`src/rtl/multimode_shift_register.sv`:
```
// Universal shift/rotate register with parallel load, serial-out and a
// multi-cycle "shift by N" sequencer driven by a Start/Busy/Done handshake.
module multimode_shift_register #(
  parameter int BUSWIDTH = 8,
  parameter int CNT_W    = 4
) (
  input  logic                Clk,
  input  logic                Rst_n,
  input  logic                En_i,
  input  logic [2:0]          S_i,
  input  logic [BUSWIDTH-1:0] data_i,
  input  logic                data_L,
  input  logic                data_R,
  input  logic [CNT_W-1:0]    Cnt_i,
  input  logic                Start_i,
  output logic [BUSWIDTH-1:0] Y_o,
  output logic                SerOut_o,
  output logic                Busy_o,
  output logic                Done_o
);

  typedef enum logic [1:0] {
    IDLE = 2'd0,
    RUN  = 2'd1,
    DONE = 2'd2
  } state_t;

  localparam logic [2:0] M_HOLD = 3'b000;
  localparam logic [2:0] M_SHR  = 3'b001;
  localparam logic [2:0] M_SHL  = 3'b010;
  localparam logic [2:0] M_LOAD = 3'b011;
  localparam logic [2:0] M_ROR  = 3'b100;
  localparam logic [2:0] M_ROL  = 3'b101;
  localparam logic [2:0] M_ASR  = 3'b110;

  state_t              state_reg;
  logic [BUSWIDTH-1:0] y_reg;
  logic                ser_reg;
  logic                busy_reg;
  logic                done_reg;
  logic [CNT_W-1:0]    count_reg;
  logic [2:0]          mode_reg;

  logic [2:0]          step_mode;
  logic [BUSWIDTH-1:0] step_y;
  logic                step_ser;
  logic                start_ok;

  // In RUN the latched mode drives the datapath; S_i is ignored there.
  assign step_mode = (state_reg == RUN) ? mode_reg : S_i;

  assign start_ok = (S_i == M_SHR) || (S_i == M_SHL) || (S_i == M_ROR) ||
                    (S_i == M_ROL) || (S_i == M_ASR);

  always_comb begin
    step_y   = y_reg;
    step_ser = ser_reg;
    case (step_mode)
      M_SHR: begin
        step_y   = {data_R, y_reg[BUSWIDTH-1:1]};
        step_ser = y_reg[0];
      end
      M_SHL: begin
        step_y   = {y_reg[BUSWIDTH-2:0], data_L};
        step_ser = y_reg[BUSWIDTH-1];
      end
      M_LOAD: begin
        step_y = data_i;
      end
      M_ROR: begin
        step_y   = {y_reg[0], y_reg[BUSWIDTH-1:1]};
        step_ser = y_reg[0];
      end
      M_ROL: begin
        step_y   = {y_reg[BUSWIDTH-2:0], y_reg[BUSWIDTH-1]};
        step_ser = y_reg[BUSWIDTH-1];
      end
      M_ASR: begin
        step_y   = {y_reg[BUSWIDTH-1], y_reg[BUSWIDTH-1:1]};
        step_ser = y_reg[0];
      end
      default: begin
        step_y   = y_reg;
        step_ser = ser_reg;
      end
    endcase
  end

  always_ff @(posedge Clk or negedge Rst_n) begin
    if (!Rst_n) begin
      state_reg <= IDLE;
      y_reg     <= '0;
      ser_reg   <= 1'b0;
      busy_reg  <= 1'b0;
      done_reg  <= 1'b0;
      count_reg <= '0;
      mode_reg  <= M_HOLD;
    end else begin
      case (state_reg)
        IDLE: begin
          if (Start_i && start_ok) begin
            // Accept edge only latches the request; data moves on later edges.
            mode_reg  <= S_i;
            count_reg <= Cnt_i;
            if (Cnt_i != '0) begin
              state_reg <= RUN;
              busy_reg  <= 1'b1;
            end else begin
              state_reg <= DONE;
              done_reg  <= 1'b1;
            end
          end else if (En_i) begin
            y_reg   <= step_y;
            ser_reg <= step_ser;
          end
        end
        RUN: begin
          if (En_i) begin
            y_reg     <= step_y;
            ser_reg   <= step_ser;
            count_reg <= count_reg - CNT_W'(1);
            if (count_reg == CNT_W'(1)) begin
              state_reg <= DONE;
              busy_reg  <= 1'b0;
              done_reg  <= 1'b1;
            end
          end
        end
        DONE: begin
          done_reg  <= 1'b0;
          state_reg <= IDLE;
        end
        default: begin
          state_reg <= IDLE;
          busy_reg  <= 1'b0;
          done_reg  <= 1'b0;
        end
      endcase
    end
  end

  assign Y_o      = y_reg;
  assign SerOut_o = ser_reg;
  assign Busy_o   = busy_reg;
  assign Done_o   = done_reg;

endmodule
```
`config.mk`:
```
export PLATFORM = sky130hd
export DESIGN_NAME = multimode_shift_register
export DESIGN_NICKNAME = d
export VERILOG_FILES = /design/src/rtl/multimode_shift_register.sv
export SDC_FILE = /design/constraint.sdc
export NUM_CORES = 1
export LEC_CHECK = 0
export BUFFER_PORTS_ARGS = -buffer_cell sky130_fd_sc_hd__buf_4
export CORE_AREA = 2 2 54 56
export DETAILED_ROUTE_END_ITERATION = 10
export DIE_AREA = 0 0 56 58
export HOLD_SLACK_MARGIN = 0.12
export PLACE_DENSITY = 0.85
export SYNTH_ARGS = -nofsm -noshare
export SYNTH_HDL_FRONTEND = slang
export SYNTH_SLANG_ARGS = --single-unit
```
`constraint.sdc`:
```
create_clock -name Clk -period 4.1 [get_ports Clk]
set_clock_uncertainty 0.1 [all_clocks]
set_input_delay 0.41 -clock Clk [delete_from_list [all_inputs] [get_ports Clk]]
set_output_delay 0.41 -clock Clk [all_outputs]
set_load 0.005 [all_outputs]
```
Word level (Yosys, flattened, before mapping)

Index checks and enable logic that the tools add are counted.

Flip-flop bits (word level): 20
Bits of input ports: 21
Output and inout bits: 11
Word-level logic and storage cells: 72

Add/subtract/negate cells: 1
Eq/ne operators: 20
Muxes and demuxes: 27
Bitwise gates (word level): 1
Reductions and logical operators: 16

Operators by type and width:

| cell                  | number |
|---|---|
| $pmux W8 S6           | 1 |
| $eq A3 B3 Y1 const B  | 6 |
| $mux W8               | 2 |
| $pmux W8 S2           | 1 |
| $mux W1               | 10 |
| $ne A2 B2 Y1 const B  | 5 |
| $eq A3 B2 Y1 const B  | 3 |
| $mux W2               | 4 |
| $mux W4               | 2 |
| $pmux W4 S2           | 1 |
| $eq A3 B1 Y1 const B  | 2 |
| $pmux W1 S2           | 3 |
| $reduce_and A3 Y1     | 2 |
| $reduce_and A5 Y1     | 1 |
| $eq A4 B1 Y1 const B  | 1 |
| $logic_or A1 B1 Y1    | 4 |
| $pmux W2 S2           | 1 |
| $reduce_and A2 Y1     | 2 |
| $reduce_and A4 Y1     | 1 |
| $reduce_bool A4 Y1    | 1 |
| $sub A4 B1 Y4 const B | 1 |
| $mux W3               | 1 |
| $pmux W1 S3           | 1 |
| $reduce_or A3 Y1      | 1 |
| 8 further kinds       | 8 |

Logic depth before layout (Yosys ltp)

Gate-level depths: netlist of the first run.

Depth after elaboration: 8
Mapped depth: 8
Gate-level depth less buffers: 6

Worst setup path before layout of the first run

Ideal clock, no wire load.

Path type: input -> register
From: input port S_i[0]
To: register y_reg[7], in the netlist Y_o[7]
Library setup time: 128 ps
Data arrival time: 1706 ps
Required time: 3872 ps
Slack: 2167 ps
Cell stages on the path: 5
Path buffers: 0
Path through: or3_4 > a41oi_2 > o21ai_1 > a311oi_2 > mux2_1

Longest elaborated chain between the ends: 8
Elaborated cells between the ends (all ways): 23
Classes of those cells: eq/ne (12); mux (5); reduce/logical (6)

RTL lines:

| element                                                             | RTL line | RTL |
|---|---|---|
| start, declared                                                     | 10       | `input logic [2:0] S_i,` |
| parallel branches: the longest is 8 deep, another holds $pmux W8 S6 | --       |  |
| end signal, assigned                                                | 113      | `y_reg <= step_y;` |
| end signal, assigned                                                | 119      | `y_reg <= step_y;` |
| end, declared                                                       | 37       | `logic [BUSWIDTH-1:0] y_reg;` |

Several ways; the timed one is not identified. The select of a mux whose other input is x is not followed.
A chain may end at the register's enable or synchronous reset.

Worst setup path in the final report of the first run

From: register state_reg[0]
To: register y_reg[0], in the netlist Y_o[0]

Longest elaborated chain between the ends: 7
Elaborated cells between the ends (all ways): 16
Classes of those cells: eq/ne (8); mux (5); reduce/logical (3)

RTL lines:

| element                                    | RTL line | RTL |
|---|---|---|
| start, declared                            | 36       | `state_t state_reg;` |
| start signal, assigned                     | 91       | `state_reg <= IDLE;` |
| start signal, assigned                     | 106      | `state_reg <= RUN;` |
| start signal, assigned                     | 109      | `state_reg <= DONE;` |
| $eq A2 B1 Y1                               | 50, 99   |  |
| $mux W3                                    | 50       | `assign step_mode = (state_reg == RUN) ? mode_reg : S_i;` |
| $eq A3 B3 Y1, or another cell as far along | 58       | `case (step_mode)` |
| $pmux W8 S6                                | 58       |  |
| $mux W8                                    | 112, 118 |  |
| $mux W8                                    | 101      | `if (Start_i && start_ok) begin` |
| $pmux W8 S2                                | 99       | `case (state_reg)` |

Parallel ways exist; a longest one is shown, timed or not. The select of a mux whose other input is x is not followed.

==> results.md, run 1 <==
- The run finished with clean final reports.
- Entering global routing, the biggest net connects 21 pins.
- After the first detailed-routing iteration, the DRC count stood at between 50 and 60.
- The mean number of vias per cell is roughly 6.
- The via count of the first global-routing pass is approximately 1200.
- The filler cells instantiated in the layout total about 240.
- For this design the static power due to leakage is 0.730 nW.
- The floorplan step defined a die boundary enclosing ~3200 sq um.
- Summed over all failing endpoints, the final setup total negative slack is 0 ns.
- The top cell types in the final layout, fill and taps aside, are 31 x sky130_fd_sc_hd__buf_4, 20 x sky130_fd_sc_hd__dfrtp_1, 14 x sky130_fd_sc_hd__nand2_1.
- For this run, the top clock speed supported by timing is 0.368 GHz.
- The number of different library cells used by synthesis comes to 40.
- Per report_power, the clock group accounts for between 10% and 20% of the total.
- In the final design database the tool counted between 150 and 200 nets.
- In this run the mean area of a mapped cell was approximately 9.3 sq um.
- The detailed-router iteration count before antenna repair is 4.
- The launching instance or port of the critical path is state_reg[0]$_DFFE_PN0P_.
- The synthesized design spends more area on one cell type than any other, namely sky130_fd_sc_hd__dfrtp_1.
- At the later pin of the worst-skew pair, clock insertion delay measures roughly 0.30 ns.
- The congestion estimate from routability-driven global placement came to between 0.8 and 0.9.
- The total cell area at the placement stage is 1550 sq um.
- The origin of the critical flop-to-flop path is state_reg[0]$_DFFE_PN0P_.
- The flip-flop cell with the highest count after synthesis is sky130_fd_sc_hd__dfrtp_1.
- The critical path ends at Y_o[0]$_DFFE_PN0P_.
- The slowest stage cell on the critical path is sky130_fd_sc_hd__nor2b_1.
- Including well taps, the total number of placed cells is between 150 and 200.
- The share of the yosys chip area belonging to registers is 37.9%.
- 32 I/O pins were placed.
- The terminus of the critical flop-to-flop path is Y_o[0]$_DFFE_PN0P_.
- Across all register-to-register paths, the minimum setup slack is ~1.4 ns.
- For this run the aggregate overflow at the end of global routing stands at 0.
- The final count of hold timing violations is 0.
- Net switching is between 40 and 50% of the power.
- The power spent charging and discharging nets is 0.502 mW.
- The data arrival time of the worst path is between 2 and 3 ns.
- Of all flip-flops after synthesis, the portion carrying an async set or reset was 100%.
- The initial standard-cell utilization of the core is between 40% and 50%.
- The die is roughly 56 um wide.
- Detailed placement finished with a half-perimeter wire length of 2380 um.
- The detailed-route wire length per cell is 15.1 um.
- After detailed routing, the number of remaining DRC violations is 0.
- The number of max-slew violations in the final report is 0.
- The synthesized netlist net count is roughly 170.
- The count of nets left with antenna violations once routing finished came out at 0.
- The via total after detailed routing is around 1200.
- Sequential cells burn 34.2% of the power.
- The power per standard cell area is 738 nW/um^2.
- The initial antenna violation count is 0.
- The post-detailed-routing wire length is between 3000 and 4000 um.
- The maximum clock insertion buffer count is 2.
- Clock-pin slew was measured on the worst setup and hold paths at about 0.12 ns.
- The critical path is of the reg -> reg type.
- The floorplan has 19 rows.
- The overall power of the completed layout is 1.19 mW.
- During synthesis, Yosys emitted a total of 0 warnings.
- The number of post-CTS setup repair buffers is 0.
- The number of buffers created by CTS is 3.
- Setup repair after global routing left no endpoint under its margin.
- The core region is about 2700 sq um.
- The finished cells cover between 1500 and 2000 sq um.
- VDD sags by at most about 0.45 mV.
- The final setup violation count is 0.
- The maximum single-stage delay on the critical path is about 0.64 ns.
- Counting I/O delays and the setup requirement, the final critical path takes between 2 and 3 ns.
- Global routing used around 20% of the available tracks.
- The count of buffers added on input and output ports is 31.
- The period utilization is between 60% and 70%.
- The combinational share of power is between 50 and 60%.
- The type of the tightest min-delay check is in -> reg.
- In this run the worst path has a maximum fanout of 13.
- The flip-flop count of the largest register, all copies and words added is 8.
- The internal portion of the total power is just under 0.7 mW.
- Counting flops with a built-in enable in the synthesized netlist gives 0.
- STA classifies the critical path startpoint as a flip-flop.
- CTS built an H-tree with a depth of 1.
- The clock root buffer is sky130_fd_sc_hd__clkbuf_4.
- The die outline height is between 50 and 60 um.
- Sorting the synthesized cells by area gives the leading types as sky130_fd_sc_hd__dfrtp_1 38%, sky130_fd_sc_hd__mux2_2 4.3%, sky130_fd_sc_hd__nand2_1 4.0%.
- The top-area cell type share of the netlist area is about 38%.
- Traced cell by cell, the critical path runs through nor2b_1, mux2_4, o221ai_2, mux2_2.
- The global-route wire length before repair is ~5200 um.
- After synthesis the cells add up to 1320 sq um.
- The library cell used most frequently in the layout, excluding fill and tap cells, is sky130_fd_sc_hd__buf_4.
- The required time at the worst-slack endpoint is around 4.2 ns.
- The number of synthesized register bits is 20.
- The worst setup path is captured at a flip-flop.
- The number of cells on the worst reg-to-reg path is 4.
- The clock net sink count is 20.
- The tool flagged a number of max-cap violations equal to 0.
- After the flow finishes, the layout carries non-filler instances totaling between 200 and 250.
- Measured against its own limit, the worst slew margin works out to between 50% and 60%.
- At the pin with the least slew margin, the transition time is about 0.73 ns.
- Compared with the post-synthesis result, the final layout area differs by 22.2%.
- TritonCTS built the clock tree.
- The post-route netlist has approximately 29% of its cells at a drive strength greater than 1.
- The synthesized instance count is 142.
- The total inserted antenna cells is 0.
-- power groups by stage --
stage	logic, mW	registers, mW	clock network [mW]
2_1_floorplan	0.474	0.374	0
3_3_place_gp	0.592	0.402	0
3_5_place_dp	0.617	0.409	0
4_1_cts	0.621	0.406	0.165
5_1_grt	0.688	0.423	0.173
6_report	0.619	0.407	0.164
-- metal layers --
metal	vias to the layer above	track usage, %	share of wire (%)
met5	-	0	0
met4	0	7.82	1.9
met3	9	3.13	6.1
met2	44	36.6	49
met1	596	23.1	42
li1	598	-	-
-- worst max-delay path: cells and delay by family (launching register included) --
family	cells	cell delay [ns]
multiplexers	2	0.80
flip-flops	1	0.51
AO/OA/AOI/OAI	1	0.56
AND/OR/NAND/NOR	1	0.64
-- per-stage QoR --
| stage | setup slack, ns | util [%] | hold WS, ns |
|---|---|---|---|
| detailed placement | 1.44 | 58.3 | 0.208 |
| floorplan | 2.17 | - | 0.0144 |
| global route | 1.20 | 60.6 | 0.243 |
| finish | 1.39 | 60.6 | 0.231 |
| global placement | 1.56 | 58.3 | 0.206 |
| CTS | 1.39 | 60.6 | 0.234 |
-- repair_timing --
item / in CTS / in global routing
endpoints found under the hold margin: 20 / 0
resized for setup: 0 / 0
hold buffers: 1 / 0
-- layout make-up --
cell class / count / area [sq um] / area share (%)
sequential: 20 / 500 / 31.0
clock buffer: 3 / 22.5 / 1.40
multi-input combinational: 107 / 746 / 46.2
timing repair buffer: 32 / 243 / 15.0
inverter: 9 / 33.8 / 2.09
clock inverter: 1 / 30.0 / 1.86
tap: 31 / 38.8 / 2.40
-- cells in the mapped netlist (3+ instances only) --
cell	number
sky130_fd_sc_hd__dfrtp_1	20
sky130_fd_sc_hd__nand2_1	14
sky130_fd_sc_hd__nor2_1	12
sky130_fd_sc_hd__o21ai_0	10
sky130_fd_sc_hd__inv_1	9
sky130_fd_sc_hd__a21oi_1	7
sky130_fd_sc_hd__o22ai_1	7
sky130_fd_sc_hd__mux2_2	5
sky130_fd_sc_hd__mux2i_1	5
sky130_fd_sc_hd__a31oi_1	4
sky130_fd_sc_hd__nand2b_1	4
sky130_fd_sc_hd__nand3_1	4
sky130_fd_sc_hd__o31ai_2	4
sky130_fd_sc_hd__buf_2	3
sky130_fd_sc_hd__nor4bb_1	3
-- kinds of logic (layout without fill, tap and decap cells) --
kind of cell	count (synthesis)	count (layout)	synth area share [%]
and+or+nand+nor	48	48	19.3
DFF	20	20	37.9
muxes	12	12	10.0
adders and majority gates	2	2	1.89
AOI/OAI and AO/OA	45	45	25.2
buffers and inverters	15	45	5.68
-- how the worst min path moves through the flow --
stage	start	endpoint	depth (start not counted)
after floorplan	Rst_n	Busy_o$_DFFE_PN0P_	0
after global placement	Rst_n	Y_o[7]$_DFFE_PN0P_	1
after detailed placement	Rst_n	Y_o[1]$_DFFE_PN0P_	1
after CTS	Cnt_i[0]	count_reg[0]$_DFFE_PN0P_	3
after global routing	Cnt_i[0]	count_reg[0]$_DFFE_PN0P_	3
final	Cnt_i[0]	count_reg[0]$_DFFE_PN0P_	3
Power figures use the tool's default switching activity.
==> run 2: changes to the inputs <==
Clock period 4.1 ns to 2.8 ns, I/O delays scaled along.
==> results.md, run 2 (same netlist as run 1, synthesis figures left out) <==
- The power per standard cell area is 1040 nW/um^2 (+41%).
- The type of the tightest min-delay check is in -> reg.
- The initial standard-cell utilization of the core came to 49.6% (unchanged).
- The first-iteration detailed-routing DRC count was 41 (-21%).
- The post-detailed-routing wire length was 3150 um (+3.1%).
- The flip-flop count of the largest register, all copies and words added is 8 (unchanged).
- The number of post-CTS setup repair buffers was 0 (unchanged).
- The smallest hold slack is 0.164 ns (-0.0673 ns).
- The proportion of layout cells with a drive suffix above 1 was 29.7% (+0.64 points).
- The x dimension of the die is 56 um (unchanged).
- The total inserted antenna cells is 0 (unchanged).
- The die outline height is 58 um (unchanged).
- The final antenna-violating net count is 0 (unchanged).
- The sum of net half-perimeters after detailed placement is 2410 um (+1.2%).
- The via count of the first global-routing pass is 1206 (-0.90%).
- The maximum vdd drop is 0.625 mV (+40%).
- The number of buffers created by CTS is 3 (unchanged).
- The CTS tree is done.
- The initial antenna violation count is 0 (unchanged).
- The remaining max-slew budget at the tightest pin is 57.3% (+5.8 points).
- The placeable core area is 2660 sq um (unchanged).
- The overall power of the completed layout is 1.69 mW (+42%).
- The flow ran to the end, and the final reports show no timing, DRC or antenna violations.
- In the layout the commonest cells are 33 x sky130_fd_sc_hd__buf_4, 20 x sky130_fd_sc_hd__dfrtp_1, 14 x sky130_fd_sc_hd__nand2_1.
- The total of buffers placed on input and output ports is 31 (unchanged).
- The static power due to leakage is 0.738 nW (+1.0%).
- Setup repair after global routing left no endpoint under its margin.
- The area growth from synthesis to layout is 22.8%.
- Among cell families on the critical path, the largest total delay comes from multiplexers.
- The cts-stage hold buffer count was 2 (+1).
- The net count reported at finish was 199 (+1.5%).
- The maximum net fanout on the critical path is 13 (unchanged).
- The number of violations of the max-capacitance limit is 0 (unchanged).
- The total cell area at the placement stage is 1570 sq um (+0.97%).
- The summed negative setup slack over all endpoints was 0 ns (unchanged).
- The final count of hold timing violations came to 0 (unchanged).
- The worst-margin pin slew is 0.640 ns (-0.0854 ns).
- The nature of the critical path endpoint is a flip-flop.
- The critical path in this run is classified as reg -> reg.
- The maximum clock frequency is 0.413 GHz (+12%).
- The total overflow reported by the global router was 0 (unchanged).
- The maximum single-stage delay on the critical path is 0.59 ns (-0.05 ns).
- The tree is rooted in a sky130_fd_sc_hd__clkbuf_4.
- The remaining routing DRC violations is 0 (unchanged).
- The required time at the worst-slack endpoint is 2.91 ns (-1.30 ns).
- The maximum clock insertion buffer count is 2 (unchanged).
- The via total after detailed routing is 1234 (-1.0%).
- The period utilization came to 86.4% (+20 points).
- The data arrival time of the worst path is 2.53 ns (-0.29 ns).
- The largest net degree at the start of global routing is 21 (unchanged).
- The clock-pin slew of the registers on the worst-case setup and hold paths was 0.11 ns (about the same).
- The design area is 1620 sq um (+0.54%).
- The clock net sink count was 20 (unchanged).
- The leading cell type in the layout, fill and taps excluded is sky130_fd_sc_hd__buf_4.
- The final setup violation count is 0 (unchanged).
- The I/O pin total was 32 (unchanged).
- The number of buffers and inverters on the critical path is 0 (unchanged).
- The detailed-route wire length per cell is 15.3 um (+1.6%).
- The die area is 3250 sq um (unchanged).
- The slowest stage cell on the critical path is sky130_fd_sc_hd__o221ai_2.
- The element type at the critical path start is a flip-flop.
- The total number of placement rows is 19 (unchanged).
- The number of gates resized after CTS was 0 (unchanged).
- The mean number of vias per cell is 5.99 (-2.5%).
- The post-layout minimum cycle time is 2.42 ns (-0.295 ns).
- The routability congestion estimate came to 0.907 (+3.6%).
- The global-route wire length before repair is 5400 um (+4.5%).
- The detailed-router iteration count before antenna repair is 4 (unchanged).
- The number of levels the H-tree was split into is 1 (unchanged).
- The final core utilization is 60.9% (+0.33 points).
- The number of max-slew violations in the final report came to 0 (unchanged).
- The critical path goes through nand2b_1, mux2i_1, o221ai_2, mux2_2.
- The clock latency at the later pin of the worst-skew pair is 0.31 ns (about the same).
- The total global routing track utilization is 21.2% (+1.4 points).
run 2: cell types whose count changed in the layout (fill, tap and decap cells not counted), sizes merged:
cell,delta
bufinv,-1
dlygate4sd3,+1
buf,+2
clkbuf,+1
run 2: power by group:
part	internal (mW)	switching (mW)	total, mW	leakage, nW
registers	0.428	0.168	0.596	0.243
logic	0.457	0.467	0.924	0.473
clock network	0.0795	0.0917	0.171	0.0210
total	0.965	0.727	1.69	0.738
run 2: per-layer routing:
layer  vias up  track usage [%]  wire length (um)
met2        39             38.8              1600
met4         0             8.84                43
met3         5             2.90               164
met1       592             25.0              1350
li1        598                -                 -
met5         -                0                 0
run 2: through the flow:
step	instances	setup slack, ns
4_1_cts	206	0.392
2_1_floorplan	142	0.887
3_3_place_gp	200	0.546
6_report	206	0.381
3_5_place_dp	200	0.437
5_1_grt	206	0.157
run 2: area by class of cell:
class	count	area [sq um]
sequential	20	500
timing repair buffer	35	268
fill	234	1040
clock buffer	4	36.3
multi-input combinational	107	746
tap	31	38.8
inverter	9	33.8
run 2: worst paths after layout:
kind                                          start                        to  slack [ns]  cells past startpoint
setup reg to reg           state_reg[1]$_DFFE_PN0P_        Y_o[0]$_DFFE_PN0P_        0.38                      4
min in group asynchronous                     Rst_n        Y_o[7]$_DFFE_PN0P_        0.27                      2
setup / recovery           state_reg[1]$_DFFE_PN0P_        Y_o[0]$_DFFE_PN0P_        0.38                      4
max in group asynchronous                     Rst_n  count_reg[2]$_DFFE_PN0P_        2.11                      2
hold reg to reg                SerOut_o$_DFFE_PN0P_      SerOut_o$_DFFE_PN0P_        0.42                      1
hold / removal                               S_i[1]   mode_reg[1]$_DFFE_PN0P_        0.16                      2
==> run 3: changes to the inputs <==
Settings changed: PLACE_DENSITY 0.85 to 0.8, SKIP_CTS_REPAIR_TIMING set to 1.
==> results.md, run 3 (same netlist as run 1, synthesis figures left out) <==
- The run finished with clean final reports.
- The required time at the worst-slack endpoint came to 2.91 ns (about the same).
- The clock net sink count is 20 (unchanged).
- The initial standard-cell utilization of the core is 49.6% (unchanged).
- The power per standard cell area is 1080 nW/um^2 (+3.2%).
- The number of violations of the max-capacitance limit is 0 (unchanged).
- The detailed-route wire length per cell was 15.0 um (-2.1%).
- The remaining routing DRC violations is 0 (unchanged).
- The worst reg-to-reg setup slack was 0.35 ns (-0.03 ns).
- The summed negative setup slack over all endpoints is 0 ns (unchanged).
- The mean number of vias per cell came to 6.03 (+0.65%).
- The worst setup path is captured at a flip-flop.
- The critical path is of the reg -> reg type.
- The die area came to 3250 sq um (unchanged).
- The total inserted antenna cells is 0 (unchanged).
- The die outline height was 58 um (unchanged).
- The remaining max-slew budget at the tightest pin was 56.0% (-1.3 points).
- The total overflow reported by the global router was 0 (unchanged).
- The worst-margin pin slew was 0.660 ns (+0.0192 ns).
- The data arrival time of the worst path is 2.55 ns (+0.02 ns).
- The total number of placement rows is 19 (unchanged).
- The post-layout minimum cycle time was 2.45 ns (+0.0268 ns).
- The maximum clock insertion buffer count is 2 (unchanged).
- The number of max-slew violations in the final report is 0 (unchanged).
- Setup repair after global routing left no endpoint under its margin.
- The via count of the first global-routing pass is 1203 (-0.25%).
- The sum of net half-perimeters after detailed placement is 2430 um (+0.79%).
- The maximum clock frequency was 0.409 GHz (-1.1%).
- The x dimension of the die was 56 um (unchanged).
- The proportion of layout cells with a drive suffix above 1 is 29.7% (unchanged).
- The global-route wire length before repair was 5360 um (-0.76%).
- The period utilization is 87.4% (+0.96 points).
- The post-detailed-routing wire length is 3090 um (-2.1%).
- The flip-flop count of the largest register, all copies and words added is 8 (unchanged).
- The CTS tree is done.
- The number of levels the H-tree was split into came to 1 (unchanged).
- The largest net degree at the start of global routing is 21 (unchanged).
- The initial antenna violation count is 0 (unchanged).
- The static power due to leakage is 0.745 nW (+0.94%).
- The final antenna-violating net count came to 0 (unchanged).
- The multi-input logic area was 746 sq um (unchanged).
- The tree is rooted in a sky130_fd_sc_hd__clkbuf_4.
- The maximum vdd drop is 0.594 mV (-5.0%).
- The detailed-router iteration count before antenna repair is 4 (unchanged).
- The worst hold path belongs to the class in -> reg.
- The element type at the critical path start is a flip-flop.
- The clock latency at the later pin of the worst-skew pair is 0.31 ns (about the same).
- The area taken by flip-flops and latches is 500 sq um (unchanged).
- The routability congestion estimate is 0.823 (-9.3%).
- The placeable core area came to 2660 sq um (unchanged).
- Compared with the post-synthesis result, the final layout area differs by 24.1%.
- The total cell area at the placement stage was 1570 sq um (unchanged).
- The total global routing track utilization is 20.8% (-0.46 points).
- The total of buffers placed on input and output ports came to 31 (unchanged).
- The number of buffers created by CTS is 3 (unchanged).
- The top cell types in the final layout, fill and taps aside, are 33 x sky130_fd_sc_hd__buf_4, 20 x sky130_fd_sc_hd__dfrtp_1, 14 x sky130_fd_sc_hd__nand2_1.
- The final setup violation count came to 0 (unchanged).
- The maximum net fanout on the critical path came to 13 (unchanged).
- The via total after detailed routing is 1242 (+0.65%).
- The clock-pin slew of the registers on the worst-case setup and hold paths came to 0.12 ns (about the same).
- The number of fillers in the final layout is 242 (+3.4%).
- The first-iteration detailed-routing DRC count is 31 (-24%).
- The I/O pin total is 32 (unchanged).
- Leaving out fill and tap cells, the most frequent cell in the layout is sky130_fd_sc_hd__buf_4.
- The design area is 1640 sq um (+1.0%).
- The net count reported at finish is 199 (unchanged).
- The final count of hold timing violations is 0 (unchanged).
## run 3: report_power, final
| part | internal, mW | switching, mW | leakage, nW | total [mW] |
|---|---|---|---|---|
| Combinational | 0.457 | 0.474 | 0.473 | 0.931 |
| Clock | 0.145 | 0.0930 | 0.0279 | 0.238 |
| Sequential | 0.428 | 0.167 | 0.243 | 0.595 |
## run 3: layout make-up
| type | count | area share, % |
|---|---|---|
| clock inverters | 1 | 1.83 |
| repair buffers | 35 | 16.3 |
| clock buffers | 3 | 1.37 |
| flip-flops and latches | 20 | 30.5 |
| multi-input cells | 107 | 45.5 |
| well taps | 31 | 2.37 |
| inverters | 9 | 2.06 |
## run 3: per-layer routing
metal | share of wire [%] | vias to the layer above | GRT usage, %
met3 | 7.6 | 6 | 3.57
met5 | 0 | - | 0
met1 | 41 | 593 | 24.5
li1 | - | 591 | -
met2 | 50 | 52 | 37.3
met4 | 1.8 | 0 | 8.84
## run 3: critical path: stages, from the launching register on
cell and delay [ns]:
sky130_fd_sc_hd__dfrtp_1 0.55, sky130_fd_sc_hd__nand2b_1 0.43, sky130_fd_sc_hd__mux2i_1 0.25, sky130_fd_sc_hd__o221ai_2 0.60, sky130_fd_sc_hd__mux2_2 0.40
## run 3: metrics by stage
| step | hold slack [ns] | setup WS, ns | cells | util [%] | total power, mW |
|---|---|---|---|---|---|
| 4_1_cts | -0.272 | 0.373 | 204 | 60.8 | 1.77 |
| 5_1_grt | 0.159 | 0.209 | 206 | 61.6 | 1.91 |
| 3_5_place_dp | 0.0731 | 0.414 | 200 | 58.8 | 1.53 |
| 3_3_place_gp | 0.0744 | 0.534 | 200 | 58.8 | 1.47 |
| 2_1_floorplan | -0.116 | 0.887 | 142 | - | 1.24 |
| 6_report | 0.165 | 0.354 | 206 | 61.6 | 1.76 |
## run 3: worst paths after layout
kind,from,end,cells past startpoint
max in group asynchronous,Rst_n,count_reg[0]$_DFFE_PN0P_,2
min in group asynchronous,Rst_n,Y_o[3]$_DFFE_PN0P_,2
worst max-delay path,state_reg[1]$_DFFE_PN0P_,Y_o[0]$_DFFE_PN0P_,4
worst min register to register,SerOut_o$_DFFE_PN0P_,SerOut_o$_DFFE_PN0P_,1
worst max register to register,state_reg[1]$_DFFE_PN0P_,Y_o[0]$_DFFE_PN0P_,4
worst min-delay path,S_i[1],mode_reg[1]$_DFFE_PN0P_,2
